**src/rtl/calc_pkg.sv**
```systemverilog
// Shared definitions for the calculator datapath: sequencer state encoding,
// opcode values and operand/result widths.
package calc_pkg;

  typedef enum logic [1:0] {
    IDLE = 2'd0,
    RUN  = 2'd1,
    DONE = 2'd2
  } state_e;

  localparam logic OP_ADD = 1'b0;
  localparam logic OP_SUB = 1'b1;

  localparam int W_OPND = 11;
  localparam int W_RES  = 12;

endpackage

```
**src/rtl/cla.sv**
```systemverilog
// 4-bit carry-lookahead adder; purely combinational.
module cla (
  input  logic [3:0] a,
  input  logic [3:0] b,
  input  logic       cin,
  output logic [3:0] sum,
  output logic       cout
);

  logic [3:0] g;
  logic [3:0] p;
  logic [4:0] c;

  always_comb begin
    g    = a & b;
    p    = a ^ b;
    c[0] = cin;
    c[1] = g[0] | (p[0] & cin);
    c[2] = g[1] | (p[1] & g[0]) | (p[1] & p[0] & cin);
    c[3] = g[2] | (p[2] & g[1]) | (p[2] & p[1] & g[0]) | (p[2] & p[1] & p[0] & cin);
    c[4] = g[3] | (p[3] & g[2]) | (p[3] & p[2] & g[1]) | (p[3] & p[2] & p[1] & g[0])
         | (p[3] & p[2] & p[1] & p[0] & cin);
    sum  = p ^ c[3:0];
    cout = c[4];
  end

endmodule

```
**src/rtl/addsub_seq11.sv**
```systemverilog
// 11-bit signed add/subtract sequencer: one nibble per cycle through a shared
// cla, carry chained through a register, result published only on completion.
module addsub_seq11
  import calc_pkg::*;
#(
  parameter int NIB = 3
) (
  input  logic                CLK,
  input  logic                RST,
  input  logic                START,
  input  logic                OP,
  input  logic [W_OPND-1:0]   A,
  input  logic [W_OPND-1:0]   B,
  output logic                BUSY,
  output logic                DONE,
  output logic [W_RES-1:0]    RESULT,
  output logic                OVF,
  output logic                CARRY
);

  state_e             state_q, state_d;
  logic [1:0]         idx_q, idx_d;
  logic               cry_q, cry_d;
  logic [W_RES-1:0]   ae_q, ae_d;
  logic [W_RES-1:0]   be_q, be_d;
  logic [W_RES-1:0]   shadow_q, shadow_d;
  logic [W_RES-1:0]   result_q, result_d;
  logic               ovf_q, ovf_d;
  logic               carry_out_q, carry_out_d;

  logic [3:0]         nib_a, nib_b, nib_sum;
  logic               nib_cout;

  assign nib_a = ae_q[{idx_q, 2'b00} +: 4];
  assign nib_b = be_q[{idx_q, 2'b00} +: 4];

  cla u_cla (
    .a    (nib_a),
    .b    (nib_b),
    .cin  (cry_q),
    .sum  (nib_sum),
    .cout (nib_cout)
  );

  always_ff @(posedge CLK) begin
    if (RST) begin
      state_q     <= calc_pkg::IDLE;
      idx_q       <= 2'd0;
      cry_q       <= 1'b0;
      ae_q        <= '0;
      be_q        <= '0;
      shadow_q    <= '0;
      result_q    <= '0;
      ovf_q       <= 1'b0;
      carry_out_q <= 1'b0;
    end else begin
      state_q     <= state_d;
      idx_q       <= idx_d;
      cry_q       <= cry_d;
      ae_q        <= ae_d;
      be_q        <= be_d;
      shadow_q    <= shadow_d;
      result_q    <= result_d;
      ovf_q       <= ovf_d;
      carry_out_q <= carry_out_d;
    end
  end

  always_comb begin
    state_d     = state_q;
    idx_d       = idx_q;
    cry_d       = cry_q;
    ae_d        = ae_q;
    be_d        = be_q;
    shadow_d    = shadow_q;
    result_d    = result_q;
    ovf_d       = ovf_q;
    carry_out_d = carry_out_q;
    unique case (state_q)
      calc_pkg::IDLE, calc_pkg::DONE: begin
        state_d = calc_pkg::IDLE;
        if (START) begin
          // Subtraction is A + ~B + 1: invert B here, the +1 rides in on the carry.
          ae_d    = {A[W_OPND-1], A};
          be_d    = (OP == OP_SUB) ? ~{B[W_OPND-1], B} : {B[W_OPND-1], B};
          cry_d   = OP;
          idx_d   = 2'd0;
          state_d = calc_pkg::RUN;
        end
      end
      calc_pkg::RUN: begin
        shadow_d[{idx_q, 2'b00} +: 4] = nib_sum;
        cry_d = nib_cout;
        idx_d = idx_q + 2'd1;
        if (idx_q == 2'(NIB - 1)) begin
          result_d    = {nib_sum, shadow_q[7:0]};
          ovf_d       = nib_sum[3] ^ nib_sum[2];
          carry_out_d = nib_cout;
          state_d     = calc_pkg::DONE;
        end
      end
      default: state_d = calc_pkg::IDLE;
    endcase
  end

  always_comb begin
    BUSY   = (state_q == calc_pkg::RUN);
    DONE   = (state_q == calc_pkg::DONE);
    RESULT = result_q;
    OVF    = ovf_q;
    CARRY  = carry_out_q;
  end

endmodule

```
**config.mk**
```make
export PLATFORM = sky130hd
export DESIGN_NAME = addsub_seq11
export DESIGN_NICKNAME = d
export VERILOG_FILES = /design/src/rtl/calc_pkg.sv /design/src/rtl/cla.sv /design/src/rtl/addsub_seq11.sv
export SDC_FILE = /design/constraint.sdc
export NUM_CORES = 1
export LEC_CHECK = 0
export CAP_MARGIN = 10
export CORE_MARGIN = 2
export CORE_UTILIZATION = 30
export CTS_BUF_LIST = sky130_fd_sc_hd__clkbuf_2
export DETAILED_ROUTE_END_ITERATION = 16
export GPL_ROUTABILITY_DRIVEN = 1
export PLACE_DENSITY_LB_ADDON = 0.25
export SYNTH_ARGS = -nofsm -noshare
export SYNTH_HDL_FRONTEND = slang
export SYNTH_SLANG_ARGS = --single-unit
```
**constraint.sdc**
```tcl
create_clock -name CLK -period 3.3 [get_ports CLK]
set_input_delay 0.33 -clock CLK [delete_from_list [all_inputs] [get_ports CLK]]
set_output_delay 0.33 -clock CLK [all_outputs]
set_load 0.005 [all_outputs]
```
==> metrics <==
status complete, no violations; # nets final ~330; CP required around 3.7 ns; Tmin final 2.82 ns; Starting Density around 31%; part of the Yosys area used for sequential elements between 40% and 50%; post_cts resized 0; DIE AREA 8220 µm²; Worst R2R End OVF$_SDFFE_PP0P_; # setup viols final 0; total core area a little over 7000 µm²; worst reg2reg path depth 9; vias ~1800; vias in the first global route approximately 1700; compound-cell area share of the yosys netlist between 10% and 20%; drc violations 0; arrival time at the worst endpoint 3.20 ns; cell taking the most area after synthesis dfxtp_1; Synth Net Count just under 300; share of layout cells above drive strength 1 under 10%; total power roughly 1200 µW; final worst slack approximately 0.48 ns; CTS HTree Levels 2; Die Width 90.6 µm; Post-Syn Instances between 200 and 300; antenna violations before repair 0; Setup TNS Final 0 ns; Mapped Area roughly 2300 µm²; Synth warnings 0; most used routing layer met2; Final Max Slew Viols 0; HPWL after detailed placement between 3 and 4 mm; post-route insts no fill ~400; hold wc startpoint A[1]; post-route clock period utilization 85.5%; Final Hold Viols 0; main combinational cell family by area after synthesis simple AND/OR/NAND/NOR gates; Final ANT Viol Nets 0; I/O Pins between 40 and 50; worst-skew pair later-pin latency 0.43 ns; Max Clk Rate approximately 350 MHz; power density over the cells roughly 420 nW/µm²; clk sinks a little under 50; M1 GR Usage between 15 and 20%; Max Fanout on Critical Path 12; first-pass GRT wire length 8.03 mm; Via density around 4.6; Placed Cells approximately 390; Hold Path End ae_q[1]$_SDFFE_PP0P_; Fill cells 783; worst setup path class reg2reg; total routed wirelength ~4.8 mm; largest net degree at the start of global routing 50; post-layout util 38.8%; Worst Hold Class in2reg; grt met3 use around 3.2%; Max clock buf depth 2; drt wl/cell 12.0 µm; crit path capture type register; adder-cell share of the synthesized area under 10%; routability cong. approximately 0.76; clk slew on worst S/H paths between 0.2 and 0.3 ns; met2 usage 19.7%; reg-to-reg setup timing slack 0.48 ns; leakage power 0.000994 µW; n_diodes 0; FF-to-FF Start idx_q[1]$_SDFFE_PP0P_; simple-gate area share of the yosys netlist between 10% and 20%; Setup Skew roughly 0.030 ns; max-cap viol count 0; GRT Overall Usage about an eighth; startpoint types register; Synth Register Bits just under 50; drt pass-1 iters 4; Worst VDD drop ~0.18 mV; # port buffers 41; Worst Hold Depth 3; CTS buffer count 5; ranking of synthesized cells by area dfxtp_1, nand2_1, a21oi_1; Post-CTS Repair Setup Buffers 0; area share of the largest cell type after synthesis a little over two fifths; Clock Tree Root clkbuf_2; Placement Setup Slack 0.509 ns; area delta synth->final 24.9%; CTS Hold Buffers Added 0; # rows 31; chip height between 90 and 100 µm; mux contribution to synthesized area ~3.6%; Avg Cell Area, Syn 8.63 µm²; RSZ-0062 raised after global routing false; remaining global-route overflow 0; Worst-Margin Slew 0.595 ns; Synth Area in XOR/XNOR under 10%; initial DRC count between 70 and 80; CTS tree built; Unique masters post-synth 39; slew margin rel. about 60%
[registers in the layout, summed over array words and instances, names as in the netlist]
register	cells
shadow_q	8
be_q	11
OVF	1
RESULT	12
idx_q	2
cry_q	1
CARRY	1
ae_q	11
state_q	2
[critical path, cell delays in order (launching register included)]
cell and delay [ns]:
dfxtp_1 0.58, inv_1 0.15, nor2_1 0.28, nand2_1 0.09, o21ai_0 0.19, ha_1 0.32
a21o_1 0.20, a311o_1 0.42, a211o_1 0.33, a311oi_2 0.22
[synth_stat cells]
library cell  number
xor2_1             1
nand2b_1           2
a21oi_1           27
and3_1             1
nand3_1            1
ha_1               9
fa_1               1
nand3b_4           1
nor3_1             1
a311oi_2           1
clkbuf_1          11
inv_1              3
a21bo_2            1
a311o_1            1
a21o_1             2
buf_4              1
o22ai_1            1
a22oi_1            7
nor2_1            26
and2_1             1
a211o_1            1
o21ai_0            7
dfxtp_1           49
o21ba_2            1
nand3b_1           1
nor3_2             1
nor3b_1            1
nor4b_4            1
or3b_1             2
or3_1              1
a311oi_1           1
xnor2_1           11
o211ai_1           1
buf_2              5
nand2_1           54
mux2i_1            8
a32oi_1            2
nor2b_1            3
a211oi_1          12
[worst max-delay path by stage]
stage                          start               end  slack [ns]  cells past startpoint
6_report       idx_q[1]$_SDFFE_PP0P_  OVF$_SDFFE_PP0P_        0.48                      9
3_3_place_gp   idx_q[1]$_SDFFE_PP0P_  OVF$_SDFFE_PP0P_        0.62                      9
5_1_grt        idx_q[1]$_SDFFE_PP0P_  OVF$_SDFFE_PP0P_        0.20                      9
3_5_place_dp   idx_q[1]$_SDFFE_PP0P_  OVF$_SDFFE_PP0P_        0.51                      9
2_1_floorplan  idx_q[0]$_SDFFE_PP0P_  OVF$_SDFFE_PP0P_        0.67                      8
4_1_cts        idx_q[1]$_SDFFE_PP0P_  OVF$_SDFFE_PP0P_        0.46                      9
[cells in the final DEF, fill, tap and decap left out, types with 2 or more instances in the layout]
master            n
inv_1             3
nor2_1           26
a21o_1            2
a32oi_1           2
o21ai_0           7
nor2b_1           2
nand2_1          54
a22oi_1           7
dfxtp_1          49
xnor2_1          11
a21oi_1          27
buf_4             4
mux2i_1           8
nand2b_1          2
clkbuf_2          6
clkdlybuf4s50_1  41
ha_1              9
a211oi_1         12
or3b_1            2
[metrics by stage]
| stage | hold slack (ns) | cell area (µm²) |
|---|---|---|
| floorplan | 0.431 | 2250 |
| global placement | 0.442 | 2750 |
| detailed placement | 0.447 | 2750 |
| CTS | 0.391 | 2810 |
| global route | 0.356 | 2810 |
| finish | 0.415 | 2810 |
[cell type report]
cell class | count | area (µm²) | share of cell area (%)
Clock inverter | 2 | 38.8 | 1.38
Sequential cell | 49 | 981 | 34.9
Multi-Input combinational cell | 192 | 1190 | 42.2
Timing Repair Buffer | 45 | 440 | 15.7
Clock buffer | 6 | 30.0 | 1.07
Inverter | 3 | 11.3 | 0.400
Tap cell | 99 | 124 | 4.40
[where the power goes]
| part | leakage (µW) | total (µW) | switching, µW | internal (µW) |
|---|---|---|---|---|
| clock network | 0.0000432 | 325 | 192 | 133 |
| logic | 0.000551 | 212 | 111 | 102 |
| registers | 0.000400 | 643 | 21.7 | 621 |
[cell families (layout without fill, tap and decap cells)]
logic type,count (synthesis),in the layout
AND/OR/NAND/NOR,97,97
AO/OA/AOI/OAI,65,65
flip-flops,49,49
buffers and inverters,20,56
XOR/XNOR,12,12
adder cells (fa/ha/maj),10,10
multiplexers,8,8
[per-layer routing]
layer  wire length, µm  part of all wire (%)
met3               219                   4.6
met2              2230                    47
met5                 0                     0
met1              2250                    47
met4                63                   1.3
No activity file was read; power rests on OpenSTA's default activity.
